--- src/rtl/hazard_stall_unit_pkg.sv ---
// Shared hazard-detection types and helpers for the pipeline interlock and forwarding logic.
package pipeline_hazard_pkg;

    typedef enum logic [0:0] {
        IDLE = 1'b0,
        BUSY = 1'b1
    } mdu_state_t;

    localparam logic [4:0] REG_ZERO = 5'd0;

    // True when an instruction reads srcAddr and it is the register being produced at dstAddr.
    function automatic logic src_match(input logic [4:0] srcAddr,
                                       input logic       srcUse,
                                       input logic [4:0] dstAddr);
        return srcUse & (srcAddr == dstAddr);
    endfunction

endpackage

--- src/rtl/hazard_stall_unit_if.sv ---
// ID/EX hazard-observation bus and interlock controls of the stall unit.
interface hazard_stall_unit_if #(
    parameter int STALL_CNT_W = 16
);
    logic [4:0]             RsAddr_id;
    logic [4:0]             RtAddr_id;
    logic                   RsUse_id;
    logic                   RtUse_id;
    logic                   MduUse_id;
    logic                   MemRead_ex;
    logic                   RegWrite_ex;
    logic [4:0]             RegWriteAddr_ex;
    logic                   MduStart_ex;
    logic                   PC_stall;
    logic                   IFID_stall;
    logic                   IDEX_flush;
    logic                   mdu_busy;
    logic                   mdu_overlap_err;
    logic [STALL_CNT_W-1:0] stall_cycles;

    modport master (
        output RsAddr_id, RtAddr_id, RsUse_id, RtUse_id, MduUse_id,
               MemRead_ex, RegWrite_ex, RegWriteAddr_ex, MduStart_ex,
        input  PC_stall, IFID_stall, IDEX_flush, mdu_busy, mdu_overlap_err, stall_cycles
    );

    modport slave (
        input  RsAddr_id, RtAddr_id, RsUse_id, RtUse_id, MduUse_id,
               MemRead_ex, RegWrite_ex, RegWriteAddr_ex, MduStart_ex,
        output PC_stall, IFID_stall, IDEX_flush, mdu_busy, mdu_overlap_err, stall_cycles
    );
endinterface

--- src/rtl/hazard_stall_unit_mdu_busy_counter.sv ---
// Tracks an in-flight mult/div: busy FSM, latency down-counter and sticky overlap flag.
module mdu_busy_counter
    import pipeline_hazard_pkg::*;
#(
    parameter int MDU_LAT = 32
) (
    input  logic clk,
    input  logic rst,
    input  logic mduStart,
    output logic mduBusy,
    output logic overlapErr
);
    localparam int               CNT_W    = (MDU_LAT > 2) ? $clog2(MDU_LAT) : 1;
    localparam logic [CNT_W-1:0] RELOAD   = CNT_W'(MDU_LAT - 1);
    localparam bit               CAN_BUSY = (MDU_LAT > 1);

    mdu_state_t       state_r, stateNext_s;
    logic [CNT_W-1:0] cnt_r, cntNext_s;
    logic             err_r, errNext_s;

    // State, counter and error flag registers.
    always_ff @(posedge clk) begin
        if (rst) begin
            state_r <= IDLE;
            cnt_r   <= {CNT_W{1'b0}};
            err_r   <= 1'b0;
        end else begin
            state_r <= stateNext_s;
            cnt_r   <= cntNext_s;
            err_r   <= errNext_s;
        end
    end

    // Next-state: a start while busy is an illegal issue; restart the latency and flag it.
    always_comb begin
        stateNext_s = state_r;
        cntNext_s   = cnt_r;
        errNext_s   = err_r;
        case (state_r)
            IDLE: begin
                if (mduStart && CAN_BUSY) begin
                    stateNext_s = BUSY;
                    cntNext_s   = RELOAD;
                end else begin
                    stateNext_s = IDLE;
                    cntNext_s   = {CNT_W{1'b0}};
                end
            end
            BUSY: begin
                if (mduStart) begin
                    errNext_s   = 1'b1;
                    cntNext_s   = RELOAD;
                end else if (cnt_r == CNT_W'(1)) begin
                    stateNext_s = IDLE;
                    cntNext_s   = {CNT_W{1'b0}};
                end else begin
                    cntNext_s   = cnt_r - CNT_W'(1);
                end
            end
            default: begin
                stateNext_s = IDLE;
                cntNext_s   = {CNT_W{1'b0}};
            end
        endcase
    end

    assign mduBusy    = (state_r == BUSY);
    assign overlapErr = err_r;
endmodule

--- src/rtl/hazard_stall_unit.sv ---
// Load-use and multi-cycle MDU interlock: stalls PC/IF-ID, bubbles ID/EX, counts stall cycles.
module hazard_stall_unit
    import pipeline_hazard_pkg::*;
#(
    parameter int MDU_LAT     = 32,
    parameter int STALL_CNT_W = 16
) (
    input logic               clk,
    input logic               rst,
    hazard_stall_unit_if.slave hz
);
    logic                   busyRaw_s;
    logic                   mduBusy_s;
    logic                   loadHz_s;
    logic                   mduHz_s;
    logic                   stall_s;
    logic [STALL_CNT_W-1:0] stallCycles_r;

    mdu_busy_counter #(
        .MDU_LAT (MDU_LAT)
    ) u_mduBusyCounter (
        .clk        (clk),
        .rst        (rst),
        .mduStart   (hz.MduStart_ex),
        .mduBusy    (busyRaw_s),
        .overlapErr (hz.mdu_overlap_err)
    );

    // Hazard conditions; everything is held quiet while reset is asserted.
    always_comb begin
        mduBusy_s = 1'b0;
        loadHz_s  = 1'b0;
        mduHz_s   = 1'b0;
        stall_s   = 1'b0;
        if (rst) begin
            mduBusy_s = 1'b0;
            stall_s   = 1'b0;
        end else begin
            mduBusy_s = busyRaw_s;
            loadHz_s  = hz.MemRead_ex & hz.RegWrite_ex & (hz.RegWriteAddr_ex != REG_ZERO) &
                        (src_match(hz.RsAddr_id, hz.RsUse_id, hz.RegWriteAddr_ex) |
                         src_match(hz.RtAddr_id, hz.RtUse_id, hz.RegWriteAddr_ex));
            mduHz_s   = hz.MduUse_id & (hz.MduStart_ex | busyRaw_s);
            stall_s   = loadHz_s | mduHz_s;
        end
    end

    // Saturating stall-cycle performance counter.
    always_ff @(posedge clk) begin
        if (rst) begin
            stallCycles_r <= {STALL_CNT_W{1'b0}};
        end else if (stall_s && (stallCycles_r != {STALL_CNT_W{1'b1}})) begin
            stallCycles_r <= stallCycles_r + STALL_CNT_W'(1);
        end else begin
            stallCycles_r <= stallCycles_r;
        end
    end

    assign hz.PC_stall     = stall_s;
    assign hz.IFID_stall   = stall_s;
    assign hz.IDEX_flush   = stall_s;
    assign hz.mdu_busy     = mduBusy_s;
    assign hz.stall_cycles = stallCycles_r;
endmodule

--- src/flat_wrapper.sv ---
// flat-port wrapper written by rule: the top's interface ports become plain ports
module hazard_stall_unit_flat import pipeline_hazard_pkg::*;
#(
    parameter int MDU_LAT     = 32,
    parameter int STALL_CNT_W = 16
)
  (clk, rst, hz_RsAddr_id, hz_RtAddr_id, hz_RsUse_id, hz_RtUse_id, hz_MduUse_id, hz_MemRead_ex, hz_RegWrite_ex, hz_RegWriteAddr_ex, hz_MduStart_ex, hz_PC_stall, hz_IFID_stall, hz_IDEX_flush, hz_mdu_busy, hz_mdu_overlap_err, hz_stall_cycles);
  hazard_stall_unit_if #(.STALL_CNT_W(STALL_CNT_W)) hz_i ();
  input logic clk;
  input logic rst;
  input wire logic [$bits(hz_i.RsAddr_id)-1:0] hz_RsAddr_id;
  input wire logic [$bits(hz_i.RtAddr_id)-1:0] hz_RtAddr_id;
  input wire logic [$bits(hz_i.RsUse_id)-1:0] hz_RsUse_id;
  input wire logic [$bits(hz_i.RtUse_id)-1:0] hz_RtUse_id;
  input wire logic [$bits(hz_i.MduUse_id)-1:0] hz_MduUse_id;
  input wire logic [$bits(hz_i.MemRead_ex)-1:0] hz_MemRead_ex;
  input wire logic [$bits(hz_i.RegWrite_ex)-1:0] hz_RegWrite_ex;
  input wire logic [$bits(hz_i.RegWriteAddr_ex)-1:0] hz_RegWriteAddr_ex;
  input wire logic [$bits(hz_i.MduStart_ex)-1:0] hz_MduStart_ex;
  output wire logic [$bits(hz_i.PC_stall)-1:0] hz_PC_stall;
  output wire logic [$bits(hz_i.IFID_stall)-1:0] hz_IFID_stall;
  output wire logic [$bits(hz_i.IDEX_flush)-1:0] hz_IDEX_flush;
  output wire logic [$bits(hz_i.mdu_busy)-1:0] hz_mdu_busy;
  output wire logic [$bits(hz_i.mdu_overlap_err)-1:0] hz_mdu_overlap_err;
  output wire logic [$bits(hz_i.stall_cycles)-1:0] hz_stall_cycles;
  assign hz_i.RsAddr_id = hz_RsAddr_id;
  assign hz_i.RtAddr_id = hz_RtAddr_id;
  assign hz_i.RsUse_id = hz_RsUse_id;
  assign hz_i.RtUse_id = hz_RtUse_id;
  assign hz_i.MduUse_id = hz_MduUse_id;
  assign hz_i.MemRead_ex = hz_MemRead_ex;
  assign hz_i.RegWrite_ex = hz_RegWrite_ex;
  assign hz_i.RegWriteAddr_ex = hz_RegWriteAddr_ex;
  assign hz_i.MduStart_ex = hz_MduStart_ex;
  assign hz_PC_stall = hz_i.PC_stall;
  assign hz_IFID_stall = hz_i.IFID_stall;
  assign hz_IDEX_flush = hz_i.IDEX_flush;
  assign hz_mdu_busy = hz_i.mdu_busy;
  assign hz_mdu_overlap_err = hz_i.mdu_overlap_err;
  assign hz_stall_cycles = hz_i.stall_cycles;
  hazard_stall_unit #(.MDU_LAT(MDU_LAT), .STALL_CNT_W(STALL_CNT_W)) u_core (.clk(clk), .rst(rst), .hz(hz_i));
endmodule
--- config.mk ---
export PLATFORM = sky130hd
export DESIGN_NAME = hazard_stall_unit_flat
export DESIGN_NICKNAME = d
export VERILOG_FILES = /design/src/rtl/hazard_stall_unit_pkg.sv /design/src/rtl/hazard_stall_unit_if.sv /design/src/rtl/hazard_stall_unit_mdu_busy_counter.sv /design/src/rtl/hazard_stall_unit.sv /design/src/flat_wrapper.sv
export SDC_FILE = /design/constraint.sdc
export NUM_CORES = 1
export LEC_CHECK = 0
export ABC_AREA = 1
export ABC_CLOCK_PERIOD_IN_PS = 2400
export BUFFER_PORTS_ARGS = -buffer_cell sky130_fd_sc_hd__buf_2
export CORE_MARGIN = 5
export CORE_UTILIZATION = 40
export CTS_CLUSTER_SIZE = 24
export DETAILED_ROUTE_END_ITERATION = 8
export PLACE_DENSITY = 0.67
export SYNTH_ARGS = -nofsm -noshare
export SYNTH_HDL_FRONTEND = slang
export SYNTH_SLANG_ARGS = --single-unit
--- constraint.sdc ---
create_clock -name clk -period 2.4 [get_ports clk]
set_clock_uncertainty 0.1 [all_clocks]
set_input_delay 0.72 -clock clk [delete_from_list [all_inputs] [get_ports clk]]
set_output_delay 0.72 -clock clk [all_outputs]
set_load 0.1 [all_outputs]
=== Word level (Yosys, flattened, before mapping) ===
Cells that the tools add are included.

* Bits in latches: 0
* Flip-flop bits (word level): 23
* Bits in writable memories: 0
* Memory bits (read-only): 0
* Memories: 0

* $mul: 0
* Reduce and logical (&&, ||, !) cells: 3
* Div/mod/pow operators: 0
* Bitwise logic cells: 10
* Equal/unequal tests: 4
* Multiplexer cells: 10
* Order comparisons: 0
* Add/subtract/negate cells: 2
* Shift-type cells: 0

{| class="wikitable"
|+ Operators with widths
! operator !! number
|-
| 16-bit by 1-bit adder with 16-bit output, second input constant || 1
|-
| 16-bit != test, second input constant || 1
|-
| 5-bit 2-to-1 mux || 3
|-
| 5-bit == test || 2
|-
| 5-bit case mux with 2 select lines || 1
|-
| 1-bit bitwise AND || 6
|-
| 5-bit by 1-bit == test with 1-bit output, second input constant || 1
|-
| 1-bit 2-to-1 mux || 5
|-
| 5-bit nonzero test || 1
|-
| 5-bit by 1-bit subtractor with 5-bit output, second input constant || 1
|-
| 1-bit OR || 3
|-
| 1-bit case mux with 2 select lines || 1
|-
| 2-bit AND reduction || 1
|-
| 1-bit logical AND || 1
|-
| 1-bit NOT || 1
|}

=== Longest topological paths before layout ===
Gate-level depths: netlist of the first run.

* Depth in word-level cells: 7
* Gate-level depth with buffers: 13
* Depth with buffers taken out: 12

=== Hierarchy ===
A second synthesis of the first run with hierarchy kept.

* Cell total of the unflattened synthesis: 258
* Area, all modules: 1561.5 µm²

{| class="wikitable"
|+ By module, submodules not included
! module !! cells each !! instances !! area an instance (µm²) !! seq. area each (µm²)
|-
| hazard_stall_unit || 212 || 1 || 1242.4 || 320.3
|-
| mdu_busy_counter || 46 || 1 || 319.1 || 140.1
|}

=== Worst setup path after synthesis of the first run ===
Ideal clock, no wire load.

* Path type: in2out
* Start: input port hz_RegWriteAddr_ex[3]
* End: output port hz_IFID_stall
* Path slack: -0.823 ns
* Stages: 12
* Arrival time: 2.403 ns
* Cell sequence: inv_1 -> nand2_1 -> nand2_1 -> nor2_1 -> nand3_1 -> nand2_1 -> nand2_1 -> nand2_2 -> buf_6 -> nand2_1 -> inv_1 -> buf_4

* Cells in the longest elaborated chain, start to end: 6
* Elaborated cells between the ends (all ways): 10
* Those cells by class: eq/ne: 2; mux: 1; bitwise: 6; reduce/logical: 1

{| class="wikitable"
|+ RTL lines
! item !! line !! text
|-
| start, declared || flat_wrapper.sv:18 || <nowiki>input wire logic [$bits(hz_i.RegWriteAddr_ex)-1:0] hz_RegWriteAddr_ex;</nowiki>
|-
| 5-bit == test || hazard_stall_unit_pkg.sv:15 || <nowiki>return srcUse & (srcAddr == dstAddr);</nowiki>
|-
| 1-bit bitwise AND || hazard_stall_unit_pkg.sv:15 ||
|-
| 1-bit OR || hazard_stall_unit.sv:41 || <nowiki>(src_match(hz.RsAddr_id, hz.RsUse_id, hz.RegWriteAddr_ex) |</nowiki>
|-
| 1-bit bitwise AND * || hazard_stall_unit.sv:40 || <nowiki>loadHz_s = hz.MemRead_ex & hz.RegWrite_ex & (hz.RegWriteAddr_ex != REG_ZERO) &</nowiki>
|-
| 1-bit OR * || hazard_stall_unit.sv:44 || <nowiki>stall_s = loadHz_s | mduHz_s;</nowiki>
|-
| 1-bit 2-to-1 mux * || hazard_stall_unit.sv:35 || <nowiki>if (rst) begin</nowiki>
|-
| end, declared || flat_wrapper.sv:21 || <nowiki>output wire logic [$bits(hz_i.IFID_stall)-1:0] hz_IFID_stall;</nowiki>
|}

Mark *: on every way between the ends. The rest lies on a longest branch, timed or not.

=== Final worst setup path of the first run ===
* Start: input port hz_RsAddr_id[1]
* End: output port hz_IDEX_flush

* Cells in the longest elaborated chain, start to end: 6

{| class="wikitable"
|+ RTL lines
! item !! line !! text
|-
| start, declared || flat_wrapper.sv:11 || <nowiki>input wire logic [$bits(hz_i.RsAddr_id)-1:0] hz_RsAddr_id;</nowiki>
|-
| 5-bit == test || hazard_stall_unit_pkg.sv:15 ||
|-
| 1-bit bitwise AND || hazard_stall_unit_pkg.sv:15 ||
|-
| 1-bit OR || hazard_stall_unit.sv:41 ||
|-
| 1-bit bitwise AND || hazard_stall_unit.sv:40 ||
|-
| 1-bit OR || hazard_stall_unit.sv:44 ||
|-
| 1-bit 2-to-1 mux || hazard_stall_unit.sv:35 ||
|-
| end, declared || flat_wrapper.sv:22 || <nowiki>output wire logic [$bits(hz_i.IDEX_flush)-1:0] hz_IDEX_flush;</nowiki>
|}

Every way passes these cells.

==> results.tsv, run 1 <==
metric	value	unit
DP Area	1930	um^2
Core Footprint	3690	um^2
final WL	3.41	mm
Antenna Cells	0	
Mapped Area	1530	um^2
Crit path largest cell delay	0.19	ns
DR vias	1553	
Total Die Area	5170	um^2
CTS Buf Count	3	
CTS tree	yes	
critical path class	primary input to output port	
syn_nets	278	
Slew @ Worst Pin	0.491	ns
final slew viol count	0	
critical path depth in cells	11	
fin crit share	1.06	
Sink Count	23	
fmax	0.394	GHz
WHS	0.372	ns
final setup vio count	3	
CP dominant cell by count	nand2_1	
CP Launch Type	primary input	
status	finished with violations	
sequential share of the synthesized area	0.301	
number of nets with antenna violations after routing	0	
FF-to-FF Start	u_core.hz.stall_cycles[0]$_SDFFE_PP0P_	
post-placement cell count	341	
Power Total	0.000909	W
Hold-fix buffers, CTS	0	
R2R setup slack	0.53	ns
PD cells	429	nW/um^2
Crit path max-delay family	simple AND/OR/NAND/NOR gates	
leakage	1.08	nW
RD Place Congestion	0.804	
clock latency at the later pin of the worst-skew pair	0.26	ns
PortBufs	43	
slack of the critical path	-0.138	ns
CP startpoint	hz_RsAddr_id[1]	
Yosys reg bits	23	
slew margin rel.	0.675	
final setup TNS	-0.412	ns
Via density	4.48	
Final Non-Filler Cells	347	
R2R depth	11	
Mean Syn Cell Area	6.08	um^2
Area Growth Syn to Fin	38.2	%
vias in the first global route	1431	
CP bufs+invs	3	
register clock-pin slew on the reported worst setup and hold paths	0.08	ns
largest net degree at the start of global routing	29	
Worst IR Drop VDD	367	uV
Worst path slowest cell	buf_12	
# fillers	382	
# nets final	326	
most common cell after layout, fill and taps aside	nand2_1	
Synth Warn #	0	
first-pass iteration count of the detailed router	4	
global-route wire length before repair	5.89	mm
Synth Instances	252	
Root Buffer	clkbuf_8	
htree depth	1	
GRT Resource Usage Total	0.137	
most frequent cells in the layout	nand2_1, nor2_1, buf_2, inv_1, nand3_1	
failing checks	negative setup slack	
design area	2120	um^2
worst path required time	1.58	ns
Initial Utilization	0.415	
Max Cap Viol	0	
Wirelength per Cell	9.83	um
crit path max fanout	4	
layout cells sized above 1	0.341	
Die Wd	71.9	um
post-synth cell types	25	
min Tclk post-route	2.54	ns
hold path startpoint	u_core.u_mduBusyCounter.overlapErr$_SDFFE_PP0P_	
Worst Path Arrival	1.72	ns
HP Class	register to register	
initial DRC count	25	
GRT overflow	0	
Max clock buf depth	2	
RSZ-0062 raised after global routing	yes	
hold depth	2	
critical-path cell list	buf_6 -> nand2_2 -> nand2_1 -> nor2_1 -> nand3_1 -> nand2_1 -> nand2_1 -> nand2_2 -> nand2_4 -> clkinvlp_4 -> buf_12	
num rows	22	
DR DRC count	0	
Ports	44	
Die Span Y	71.9	um
post-detail-place hpwl	2.61	mm
final hold vios	0	
CP endpoint kind	output port	
antenna violations before repair	0	
## routing by layer
layer  share of wire  track usage
met3           0.054       0.0337
met4          0.0097       0.0313
met1            0.50        0.179
met2            0.44        0.226
met5               0            0
## path summary, 6_finish.rpt
| kind | end |
|---|---|
| max | hz_IDEX_flush |
| min | u_core.u_mduBusyCounter.overlapErr$_SDFFE_PP0P_ |
| max reg2reg | u_core.hz.stall_cycles[13]$_SDFFE_PP0P_ |
| min reg2reg | u_core.u_mduBusyCounter.overlapErr$_SDFFE_PP0P_ |
## report_power, final
part | leakage, nW | total (W) | switching (W) | internal (W)
combinational | 0.864 | 0.000257 | 0.000155 | 0.000102
clock | 0.0255 | 0.000243 | 0.000127 | 0.000116
sequential | 0.188 | 0.000409 | 0.0000120 | 0.000397
## worst register-to-register path: stages (launching register included)
cell and delay, ns:
dfxtp_2 0.37, ha_1 0.19, nand2_1 0.07, inv_2 0.08
nand3_4 0.10, nor2_2 0.14, nand3_2 0.25, and2_1 0.27
nand2_1 0.06, nand2_1 0.05, nand2_1 0.05, nor2_1 0.04
## timing repair
item / in CTS / in global routing
endpoints found under the setup margin: 3 / 3
resized for setup: 20 / 16
setup buffers: 2 / 0
pin swaps: 8 / 12
## metrics by stage
stage | util | setup WS [ns]
floorplan | - | -0.545
global placement | 0.522 | -0.217
detailed placement | 0.522 | -0.248
CTS | 0.556 | -0.156
global route | 0.574 | -0.219
finish | 0.574 | -0.138
## final cells by class
type	count	area (um^2)	share of cell area
multi-input cells	176	876	0.414
clock buffers	3	41.3	0.0195
repair buffers	51	445	0.210
clock inverters	1	5.00	0.00236
flip-flops and latches	23	463	0.219
inverters	45	226	0.107
well taps	48	60.1	0.0284
## state kept, by name, summed over array words and instances (netlist names)
signal,count
u_core.u_mduBusyCounter.overlapErr,1
u_core.u_mduBusyCounter.mduBusy,1
u_core.u_mduBusyCounter.cnt_r,5
u_core.hz.stall_cycles,16
## cells by family (layout without fill, tap and decap cells)
kind of cell | count (synthesis) | after routing | share of synthesized area
AND/OR/NAND/NOR | 152 | 152 | 0.444
buffers and inverters | 53 | 100 | 0.152
flip-flops | 23 | 23 | 0.301
AO/OA/AOI/OAI | 17 | 17 | 0.0556
XOR/XNOR | 4 | 4 | 0.0229
adder cells (fa/ha/maj) | 3 | 3 | 0.0245
## synth_stat cells
cell type,count,area (um^2)
buf_2,2,10.0
clkbuf_1,1,3.75
a21oi_1,16,80.1
clkinv_2,1,5.00
and2_1,1,6.26
dfxtp_1,23,460
nor2_1,34,128
buf_4,2,15.0
nand4_1,3,18.8
nor4_1,1,6.26
nand3_4,1,17.5
ha_1,3,37.5
nand2_1,75,282
nor2_2,7,43.8
xor2_1,2,17.5
o21ai_0,1,5.00
buf_6,3,33.8
nand3_1,22,110
xnor2_1,2,17.5
nor3_1,2,10.0
nand4_2,1,12.5
nand2_2,1,6.26
nand3_2,4,40.0
inv_2,8,30.0
inv_1,36,135
(Power assumes the default switching activity.)
==> inputs of run 2 (changes only) <==
BUFFER_PORTS_ARGS = -buffer_cell sky130_fd_sc_hd__buf_4   (was -buffer_cell sky130_fd_sc_hd__buf_2)
CTS_BUF_LIST = sky130_fd_sc_hd__clkbuf_2 sky130_fd_sc_hd__clkbuf_4 sky130_fd_sc_hd__clkbuf_8   (was default)
==> run 2 against run 1 <==
- the flow still finishes with violations (negative setup slack)
- final cell count fell by 0.58%
- sequential power about the same
- routed wire length grew 2.6%
- die area unchanged
- count of clock-buffer cells in the layout grew 1
- combinational power hardly changed
- register-to-register slack lost 0.02 ns
- critical path depth is 1 higher
- utilization increased by 0.34 points
- via count up 0.58%
- largest cell class unchanged
==> results.tsv, run 2 (synthesized netlist as in run 1, its figures left out) <==
metric	value	unit
DR vias	1562	
DP Area	1970	um^2
clock latency at the later pin of the worst-skew pair	0.27	ns
final hold vios	0	
Total Die Area	5170	um^2
largest net degree at the start of global routing	29	
final slew viol count	0	
GRT overflow	0	
critical path class	primary input to output port	
Worst Path Arrival	1.74	ns
final WL	3.50	mm
FF/Latch Area	463	um^2
initial DRC count	51	
Antenna Cells	0	
slack of the critical path	-0.156	ns
antenna violations before repair	0	
Power Total	0.000920	W
Ports	44	
critical-path cell list	buf_4 -> inv_1 -> nand2_1 -> nand2_1 -> nor2_2 -> nand3_1 -> nand2_1 -> nand2_1 -> nand2_2 -> nand2_4 -> clkinvlp_4 -> buf_12	
register clock-pin slew on the reported worst setup and hold paths	0.08	ns
pre-CTS setup slack	-0.222	ns
layout cells sized above 1	0.333	
Max Cap Viol	0	
Hold-fix buffers, CTS	0	
Area Growth Syn to Fin	39.1	%
design area	2130	um^2
Multi-input gate area	873	um^2
# nets final	324	
Die Span Y	71.9	um
CP Launch Type	primary input	
PD cells	432	nW/um^2
CTS Buf Count	3	
DR DRC count	0	
RSZ-0062 raised after global routing	yes	
Root Buffer	clkbuf_8	
# fillers	381	
CP endpoint kind	output port	
failing checks	negative setup slack	
most frequent cells in the layout	nand2_1, buf_4, nor2_1, inv_1, nand3_1	
Initial Utilization	0.415	
Slew @ Worst Pin	0.391	ns
GRT Resource Usage Total	0.141	
global-route wire length before repair	6.00	mm
htree depth	1	
Max clock buf depth	2	
fmax	0.391	GHz
vias in the first global route	1407	
worst path required time	1.58	ns
final setup TNS	-0.466	ns
leakage	1.06	nW
PortBufs	43	
max FFs per register	16	
RD Place Congestion	0.777	
status	finished with violations	
first-pass iteration count of the detailed router	6	
Crit path largest cell delay	0.21	ns
CP dominant cell by count	nand2_1	
post-detail-place hpwl	2.65	mm
CTS tree	yes	
Die Wd	71.9	um
most common cell after layout, fill and taps aside	nand2_1	
num rows	22	
number of nets with antenna violations after routing	0	
Core Footprint	3690	um^2
fin crit share	1.06	
Worst path slowest cell	buf_12	
Wirelength per Cell	10.1	um
Worst IR Drop VDD	290	uV
slew margin rel.	0.737	
final setup vio count	3	
min Tclk post-route	2.56	ns
HP Class	register to register	
crit path max fanout	4	
Sink Count	23	
Via density	4.53	
[run 2: repair_timing]
| action | CTS | global route |
|---|---|---|
| endpoints found under the setup margin | 3 | 3 |
| hold endpoints to repair | 0 | 0 |
| pin swaps | 14 | 8 |
| gates resized for setup | 28 | 2 |
| setup buffers | 0 | 1 |
[run 2: per-stage QoR]
stage	cells	hold slack, ns	utilization
2_1_floorplan	252	0.336	-
3_3_place_gp	340	0.362	0.533
3_5_place_dp	340	0.365	0.533
4_1_cts	344	0.376	0.574
5_1_grt	345	0.413	0.577
6_report	345	0.374	0.577
[run 2: path summary, 6_finish.rpt]
path,startpoint,to,slack (ns),cells after the start
setup / recovery,hz_RsAddr_id[3],hz_IFID_stall,-0.16,12
hold / removal,u_core.u_mduBusyCounter.cnt_r[0]$_SDFF_PP0_,u_core.u_mduBusyCounter.cnt_r[0]$_SDFF_PP0_,0.37,1
setup reg to reg,u_core.hz.stall_cycles[0]$_SDFFE_PP0P_,u_core.hz.stall_cycles[13]$_SDFFE_PP0P_,0.51,11
hold reg to reg,u_core.u_mduBusyCounter.cnt_r[0]$_SDFF_PP0_,u_core.u_mduBusyCounter.cnt_r[0]$_SDFF_PP0_,0.37,1
[run 2: power breakdown]
part / leakage, nW / total, W / switching (W) / internal (W)
clock: 0.0262 / 0.000257 / 0.000127 / 0.000130
sequential: 0.188 / 0.000409 / 0.0000125 / 0.000397
combinational: 0.848 / 0.000254 / 0.000155 / 0.0000990
total: 1.06 / 0.000920 / 0.000294 / 0.000626
[run 2: layout make-up]
class	count	area share
tap	48	0.0282
timing repair buffer	49	0.215
sequential	23	0.217
multi-input combinational	176	0.410
clock buffer	4	0.0229
inverter	45	0.106
[run 2: layer usage]
layer / GRT usage / wire (um)
met5: 0 / 0
met4: 0.0543 / 53
met3: 0.0295 / 177
met2: 0.233 / 1570
met1: 0.180 / 1700
[run 2: worst max-delay path, delay by kind of cell]
kind / cells / cell delay [ns]
and+or+nand+nor: 8 / 0.48
buffers and inverters: 4 / 0.54
==> inputs of run 3 (changes only) <==
SYNTH_HIERARCHICAL = 1   (was default)
==> run 3 against run 2 <==
- the flow still finishes with violations (negative setup slack)
- global-route usage is 0.15 points lower
- count of clock-buffer cells in the layout is 1 lower
- worst setup slack worse by 0.059 ns
- die area is 1.7% higher
- sequential power hardly changed
- non-clock buffer count is 1 higher
- routed wire length is 3.3% higher
- sequential share of layout area is 0.49 points lower
- critical path depth is 2 lower
- maximum frequency is 2.2% lower
- power is 2.8% lower
- largest cell class unchanged
==> results.tsv, run 3 <==
metric	value	unit
most common cell after layout, fill and taps aside	nand2_1	
CP endpoint kind	output port	
Initial Utilization	0.420	
final slew viol count	0	
initial DRC count	65	
RD Place Congestion	0.788	
Yosys reg bits	23	
Area Growth Syn to Fin	39.5	%
Max Cap Viol	0	
global-route wire length before repair	6.09	mm
Die Span Y	72.5	um
Total Die Area	5250	um^2
design area	2180	um^2
Mapped Area	1560	um^2
top post-synthesis cells by area	dfxtp_1, nand2_1, nor2_1	
syn_nets	284	
register clock-pin slew on the reported worst setup and hold paths	0.08	ns
crit path max fanout	4	
top cells by count, synth	nand2_1, nor2_1, inv_1	
CP endpoint	hz_IDEX_flush	
max FFs per register	16	
slew margin rel.	0.763	
final setup vio count	3	
min Tclk post-route	2.61	ns
number of synthesized flops with an enable pin	0	
final hold vios	0	
Synth Flop Type	dfxtp_1	
leakage	1.10	nW
share of power burned in registers	0.454	
Max clock buf depth	2	
antenna violations before repair	0	
PortBufs	43	
critical-path cell list	buf_8 -> inv_2 -> nand2_2 -> nand2_1 -> nor2_1 -> nand3_1 -> nand2_1 -> nand2_2 -> a21oi_4 -> buf_12	
PD cells	411	nW/um^2
final WL	3.62	mm
Core Footprint	3720	um^2
post-synth cell types	25	
Via density	4.54	
first-pass iteration count of the detailed router	4	
WHS	0.382	ns
Worst Path Arrival	1.79	ns
Ports	44	
Mean Syn Cell Area	6.05	um^2
critical path class	primary input to output port	
Antenna Cells	0	
DR DRC count	0	
vias in the first global route	1402	
CP startpoint	hz_RsAddr_id[4]	
Wirelength per Cell	10.2	um
CP Launch Type	primary input	
most frequent cells in the layout	nand2_1, nor2_1, buf_4, inv_1, dfxtp_1	
htree depth	1	
GRT Resource Usage Total	0.140	
DP Area	1990	um^2
CTS tree	yes	
CTS Buf Count	3	
Root Buffer	clkbuf_8	
Yosys top cell area share	0.295	
Crit path largest cell delay	0.28	ns
slack of the critical path	-0.215	ns
worst path required time	1.58	ns
post-detail-place hpwl	2.78	mm
Worst IR Drop VDD	294	uV
Switch Pwr	0.000289	W
count leader, synth	nand2_1	
num rows	22	
Synth Instances	258	
fmax	0.382	GHz
Worst path slowest cell	a21oi_4	
GRT overflow	0	
Sink Count	23	
leading area contributor after synthesis	dfxtp_1	
status	finished with violations	
# nets final	334	
failing checks	negative setup slack	
RSZ-0062 raised after global routing	yes	
HP Class	register to register	
largest net degree at the start of global routing	24	
R2R setup slack	0.69	ns
Slew @ Worst Pin	0.354	ns
reg2reg end	u_core/hz.stall_cycles[14]$_SDFFE_PP0P_	
Die Wd	72.5	um
DR vias	1610	
Synth Warn #	6	
Async SR Flop Fraction	0	
fin crit share	1.09	
FF-to-FF Start	u_core/hz.stall_cycles[0]$_SDFFE_PP0P_	
Sw Ratio	0.323	
clock latency at the later pin of the worst-skew pair	0.26	ns
share of power burned in combinational logic	0.275	
Internal	0.000605	W
Clock power frac	0.272	
R2R depth	12	
sequential share of the synthesized area	0.295	
number of nets with antenna violations after routing	0	
layout cells sized above 1	0.345	
run 3: final cells by class:
type / instances / area [um^2]
inverters: 46 / 205
repair buffers: 50 / 469
multi-input cells: 184 / 935
well taps: 48 / 60.1
clock buffers: 3 / 41.3
fillers: 350 / 1540
flip-flops and latches: 23 / 463
clock inverters: 1 / 5.00
run 3: worst max-delay path, delay by kind of cell:
family          cells  cell delay, ns
simple gates        6            0.47
buf+inv             3            0.32
compound gates      1            0.28
run 3: cell families after synthesis:
family | after synthesis | share of synthesized area
flip-flops | 23 | 0.295
AO/OA/AOI/OAI | 16 | 0.0545
AND/OR/NAND/NOR | 165 | 0.489
adder cells (fa/ha/maj) | 3 | 0.0240
buffers and inverters | 51 | 0.138
run 3: what timing repair did:
action,CTS,global route
pin swaps,15,10
buffers inserted,1,1
hold endpoints to repair,0,0
hold buffers,0,0
gates resized for setup,25,16
setup endpoints to repair,3,3
run 3: per-layer routing:
metal / vias up / track usage / part of all wire
met3: 2 / 0.0346 / 0.054
met4: 0 / 0.0123 / 0.0028
met1: 692 / 0.193 / 0.48
met2: 26 / 0.230 / 0.46
li1: 890 / - / -
met5: - / 0 / 0
run 3: per-stage QoR:
step	total power (W)	instances	setup TNS, ns	util	setup slack [ns]
final	0.000895	355	-0.644	0.586	-0.215
after global routing	0.000946	355	-0.935	0.586	-0.312
after CTS	0.000895	354	-0.523	0.573	-0.175
after detailed placement	0.000633	349	-0.753	0.536	-0.252
after global placement	0.000631	349	-0.712	0.536	-0.238
after floorplan	0.000572	258	-1.24	-	-0.499
run 3: worst min-delay path by stage:
stage / startpoint / endpoint / slack, ns / depth (start not counted)
6_report: u_core/u_mduBusyCounter/overlapErr$_SDFFE_PP0P_ / u_core/u_mduBusyCounter/overlapErr$_SDFFE_PP0P_ / 0.38 / 2
5_1_grt: u_core/hz.stall_cycles[1]$_SDFFE_PP0P_ / u_core/hz.stall_cycles[1]$_SDFFE_PP0P_ / 0.41 / 2
4_1_cts: u_core/u_mduBusyCounter/overlapErr$_SDFFE_PP0P_ / u_core/u_mduBusyCounter/overlapErr$_SDFFE_PP0P_ / 0.39 / 2
3_5_place_dp: u_core/u_mduBusyCounter/overlapErr$_SDFFE_PP0P_ / u_core/u_mduBusyCounter/overlapErr$_SDFFE_PP0P_ / 0.37 / 2
3_3_place_gp: u_core/u_mduBusyCounter/overlapErr$_SDFFE_PP0P_ / u_core/u_mduBusyCounter/overlapErr$_SDFFE_PP0P_ / 0.36 / 2
2_1_floorplan: u_core/u_mduBusyCounter/mduBusy$_SDFF_PP0_ / u_core/u_mduBusyCounter/cnt_r[1]$_SDFF_PP0_ / 0.38 / 2
run 3: power groups by stage:
stage                     clock network (W)  registers, W  logic, W
final                              0.000243      0.000406  0.000246
after global routing               0.000269      0.000409  0.000267
after CTS                          0.000252      0.000406  0.000237
after detailed placement                  0      0.000415  0.000218
after global placement                    0      0.000415  0.000216
after floorplan                           0      0.000445  0.000127
